**config.mk**
```make
export PLATFORM = sky130hd
export DESIGN_NAME = spread_stats
export DESIGN_NICKNAME = d
export VERILOG_FILES = /design/src/rtl/spread_stats.sv
export SDC_FILE = /design/constraint.sdc
export NUM_CORES = 1
export LEC_CHECK = 0
export CORE_MARGIN = 2
export CORE_UTILIZATION = 49
export CTS_CLUSTER_SIZE = 24
export DETAILED_ROUTE_END_ITERATION = 6
export PLACE_DENSITY = 0.74
export SKIP_CTS_REPAIR_TIMING = 1
export SYNTH_ARGS = -nofsm -noshare
export SYNTH_HDL_FRONTEND = slang
export SYNTH_SLANG_ARGS = --single-unit
```
**constraint.sdc**
```tcl
create_clock -name clk -period 4.7 [get_ports clk]
set_clock_uncertainty 0.15 [all_clocks]
set_input_delay 0.94 -clock clk [delete_from_list [all_inputs] [get_ports clk]]
set_output_delay 0.94 -clock clk [all_outputs]
set_load 0.01 [all_outputs]
```
**src/rtl/spread_stats.sv**
```systemverilog
// spread_stats: samples the registered spread one cycle after each qualified
// match strobe and maintains last/min/max, a moving-window average, a
// saturating sample count and a wide-spread alarm.
module spread_stats #(
    parameter int WIDTH    = 8,
    parameter int WIN_LOG2 = 3,
    parameter int CNT_W    = 16
) (
    input  logic             clk,
    input  logic             reset,
    input  logic             match_signal,
    input  logic             enable_count,
    input  logic [WIDTH-1:0] spread,
    input  logic             clear,
    input  logic [WIDTH-1:0] alarm_thresh,
    output logic [WIDTH-1:0] last_spread,
    output logic [WIDTH-1:0] min_spread,
    output logic [WIDTH-1:0] max_spread,
    output logic [WIDTH-1:0] avg_spread,
    output logic             avg_valid,
    output logic [CNT_W-1:0] sample_count,
    output logic             stat_update,
    output logic             alarm
);

    localparam int unsigned DEPTH = 2 ** WIN_LOG2;
    localparam int          SUM_W = WIDTH + WIN_LOG2;
    localparam logic [WIN_LOG2:0] FILL_FULL = (WIN_LOG2 + 1)'(DEPTH);

    logic                pend;
    logic [WIDTH-1:0]    win [DEPTH];
    logic [SUM_W-1:0]    sum;
    logic [WIN_LOG2-1:0] wr_ptr;
    logic [WIN_LOG2:0]   fill;

    logic                take;
    logic [SUM_W-1:0]    sum_next;
    logic [WIN_LOG2:0]   fill_next;
    logic [WIDTH-1:0]    min_next;
    logic [WIDTH-1:0]    max_next;

    // A pending sample is discarded when clear arrives in the same cycle.
    assign take      = pend && !clear;
    assign avg_valid = (fill == FILL_FULL);
    assign alarm     = avg_valid && (avg_spread > alarm_thresh);

    // Next window sum, fill level and extremes for the sample being taken.
    always_comb begin
        sum_next  = sum + SUM_W'(spread) - SUM_W'(win[wr_ptr]);
        fill_next = (fill == FILL_FULL) ? fill : fill + 1'b1;
        if (sample_count == '0) begin
            min_next = spread;
            max_next = spread;
        end else begin
            min_next = (spread < min_spread) ? spread : min_spread;
            max_next = (spread > max_spread) ? spread : max_spread;
        end
    end

    // Strobe alignment, window buffer and all registered statistics.
    always_ff @(posedge clk or posedge reset) begin
        if (reset) begin
            pend         <= 1'b0;
            sum          <= '0;
            wr_ptr       <= '0;
            fill         <= '0;
            last_spread  <= '0;
            min_spread   <= '0;
            max_spread   <= '0;
            avg_spread   <= '0;
            sample_count <= '0;
            stat_update  <= 1'b0;
            for (int unsigned i = 0; i < DEPTH; i++) win[i] <= '0;
        end else begin
            pend        <= match_signal && enable_count;
            stat_update <= take;
            if (clear) begin
                sum          <= '0;
                wr_ptr       <= '0;
                fill         <= '0;
                last_spread  <= '0;
                min_spread   <= '0;
                max_spread   <= '0;
                avg_spread   <= '0;
                sample_count <= '0;
                for (int unsigned i = 0; i < DEPTH; i++) win[i] <= '0;
            end else if (take) begin
                last_spread <= spread;
                min_spread  <= min_next;
                max_spread  <= max_next;
                if (sample_count != '1) sample_count <= sample_count + 1'b1;
                sum         <= sum_next;
                win[wr_ptr] <= spread;
                wr_ptr      <= wr_ptr + 1'b1;
                fill        <= fill_next;
                // Evicted entries read as zero until the window first fills,
                // since the buffer is cleared alongside the sum.
                avg_spread  <= (fill_next == FILL_FULL) ? sum_next[SUM_W-1:WIN_LOG2] : '0;
            end
        end
    end

endmodule
```
==> run_results.csv <==
group,metric,value,unit
sta,hold_viol_final,0,
critical_path,rr_startpoint,"wr_ptr[1]",
synth,syn_area,7490,um^2
power,p_leak,4.01,nW
global_route,antenna_found_initial,0,
cells_and_area,fillers,1277,
cells_and_area,nNetsFinal,952,
power,power.density,361,nW/um^2
sta,worst_pin_slew,1020,ps
power,p_comb_share,19.9,%
synth,yosysUniqueCellTypes,58,
outcome,status,"completed",
synth,syn-num-nets,884,
route,postRouteAntennaNets,0,
clocking,cts_buffers,17,
die,ioPinCount,72,
synth,async_flop_share,100,%
synth,ys_seq_area_share,44.1,%
placed_design,dp_worst_setup_slack,702,ps
global_route,use_met1,33.0,%
critical_path,arrival,4290,ps
sta,fmax,0.242,GHz
sta,whs,367,ps
cells_and_area,final_cell_mix,"152 x nand2_1, 132 x dfrtp_1, 81 x a21oi_1, 70 x clkdlybuf4s50_1, 63 x inv_1",
route,drcViolationCount,0,
placed_design,hpwlAfterDp,12700,um
critical_path,cp_data_required_time,4860,ps
hold_path,min_path_type,"register to register",
power,pwr-share-seq,37.4,%
sta,layout_min_cycle_time,4140,ps
clocking,cts_root_buf,"clkbuf_16",
global_route,grt_overflow_total,0,
synth,postSynthAreaPerCell,9.18,um^2
power,p_total,0.00326,W
clocking,clock_sinks,132,
critical_path,critPathKind,"register to register",
clocking,clkLatencyLatePin,420,ps
cells_and_area,drive_gt1_share,8.36,%
power,p_switching,0.000917,W
power,vdd_drop_max,0.267,mV
run,drv_cap,0,
synth,synth_area_leader_cell,"dfrtp_1",
cells_and_area,layout_commonest_cell,"nand2_1",
sta,setup_viol,0,
global_route,grt_pass1_wl,31500,um
critical_path,reg2reg_setup_slack,560,ps
global_route,globalRouteMet3Util,6.30,%
placed_design,portBuffers,71,
synth,ys_ff_latch,132,
die,coreArea,15100,um^2
route,wirelength,19000,um
die,die_area,16300,um^2
sta,period_share,88.0,%
hold_path,hold_path_depth,2,
die,start_util,49.7,%
clocking,cts.clk_slew.worst_paths,60,ps
global_route,busiest_layer,"met2",
critical_path,crit_fanout,21,
hold_path,min_to,"win[36]",
sta,tns,0,ps
hold_path,hold_start,"win[36]",
power,p_int,0.00235,W
global_route,use_met2,39.2,%
power,power.clock.fraction,42.7,%
global_route,grt_start_max_net_pins,96,
die,rows,45,
synth,ys_top_cells_by_area,"dfrtp_1 44%, nand2_1 7.6%, ha_1 6.5%",
sta,setup_ws,563,ps
clocking,cts_tree,"done",
global_route,grt.total_usage,24.8,%
placed_design,routabilityCongestion,0.914,
synth,synthFlopType,"dfrtp_1",
clocking,cts_max_level,4,
route,num_vias,6156,
cells_and_area,area_growth,20.8,%
route,post_drt_wl_per_cell,17.5,um
power,swShare,28.1,%
route,first_iter_violations,571,
route,drt-pass1-iter-count,5,
sta,rsz0062_at_grt,"false",
die,die_w,128,um
synth,synth_edf_count,0,
global_route,grt_pass1_vias,6111,
clocking,cts_max_path_buffers,2,
sta,slew-limit-headroom,32.0,%
critical_path,r2r_cells,12,
critical_path,cp-end-kind,"register",
synth,yosysWarnings,0,
critical_path,rr_endpoint,"avg_spread[7]",
route,via_per_inst,5.67,
synth,syn_inst,816,
die,die_h,128,um
cells_and_area,diodes,0,
synth,netlist.area_leader.share,44.1,%
critical_path,start_kind,"register",
sta,drv_slew,0,
## power groups by stage
stage / registers (W) / clock network (W) / logic (W)
6_report: 0.00122 / 0.00140 / 0.000649
5_1_grt: 0.00123 / 0.00146 / 0.000730
4_1_cts: 0.00122 / 0.00142 / 0.000650
3_5_place_dp: 0.00124 / 0 / 0.000644
3_3_place_gp: 0.00124 / 0 / 0.000630
2_1_floorplan: 0.00123 / 0 / 0.000470
## cell usage after synthesis (4+ instances only)
library cell	instances
nand2_1	152
dfrtp_1	132
a21oi_1	81
inv_1	64
nor2_1	60
ha_1	39
clkbuf_1	24
mux2i_1	23
a21o_1	19
xnor2_1	19
nand3_1	16
a22o_1	14
buf_2	13
nor2b_1	12
a32o_1	11
o21ai_0	10
nand4_1	9
and3_1	8
fa_1	8
nand2b_1	8
xor2_1	8
mux2_2	7
nor4_1	7
a221oi_1	6
o31ai_1	6
a211oi_1	4
and2_1	4
## routing by layer
| metal | vias to the layer above | wire, um |
|---|---|---|
| met5 | - | 0 |
| met4 | 0 | 564 |
| met3 | 41 | 1190 |
| met2 | 210 | 9120 |
| met1 | 2963 | 8140 |
| li1 | 2942 | - |
## critical path, stage by stage (launching register included)
cell and delay [ps]:
dfrtp_1 930, inv_1 300, nor2_1 250, a21oi_1 110
o221ai_1 250, fa_1 510, fa_1 470, nand2b_1 180
a21oi_1 240, o31a_1 200, nand3_1 100, xnor2_1 140
a22o_1 190
## flip-flops by register name, indices dropped and copies added, names as in the netlist, 3 cells and up
signal and count:
avg_spread 8, sample_count 16, last_spread 8, wr_ptr 3
sum 11, win 64, max_spread 8, fill 4
min_spread 8
## area by class of cell
type	count	area, um^2	share of cell area [%]
Inverter	64	245	2.71
Multi-Input combinational cell	580	3780	41.8
Timing Repair Buffer	89	856	9.46
Tap cell	188	235	2.60
Clock buffer	21	480	5.31
Sequential cell	132	3300	36.5
Clock inverter	11	149	1.65
## worst max-delay path by stage
stage	to	start	slack [ps]	depth (start not counted)
floorplan	avg_spread[0]	reset	80	1
global placement	alarm	alarm_thresh[1]	740	10
detailed placement	sum[10]	wr_ptr[1]	700	12
CTS	avg_spread[7]	wr_ptr[1]	680	12
global route	avg_spread[7]	wr_ptr[1]	280	12
finish	avg_spread[7]	wr_ptr[1]	560	12
## stage by stage
| step | std cells | util (%) | area (um^2) |
|---|---|---|---|
| 2_1_floorplan | 816 | - | 7490 |
| 3_3_place_gp | 1053 | 55.8 | 8420 |
| 3_5_place_dp | 1053 | 55.8 | 8420 |
| 4_1_cts | 1085 | 60.0 | 9050 |
| 5_1_grt | 1085 | 60.0 | 9050 |
| 6_report | 1085 | 60.0 | 9050 |
## logic make-up (layout without fill, tap and decap cells)
family                   Yosys count  in the layout  share of synthesized area, %
flip-flops                       132            132                          44.1
buffers and inverters            104            185                          5.43
multiplexers                      32             32                          4.73
AO/OA/AOI/OAI                    179            179                          15.8
adder cells (fa/ha/maj)           47             47                          8.65
AND/OR/NAND/NOR                  295            295                          18.1
XOR/XNOR                          27             27                          3.16
Power figures use the tool's default switching activity.
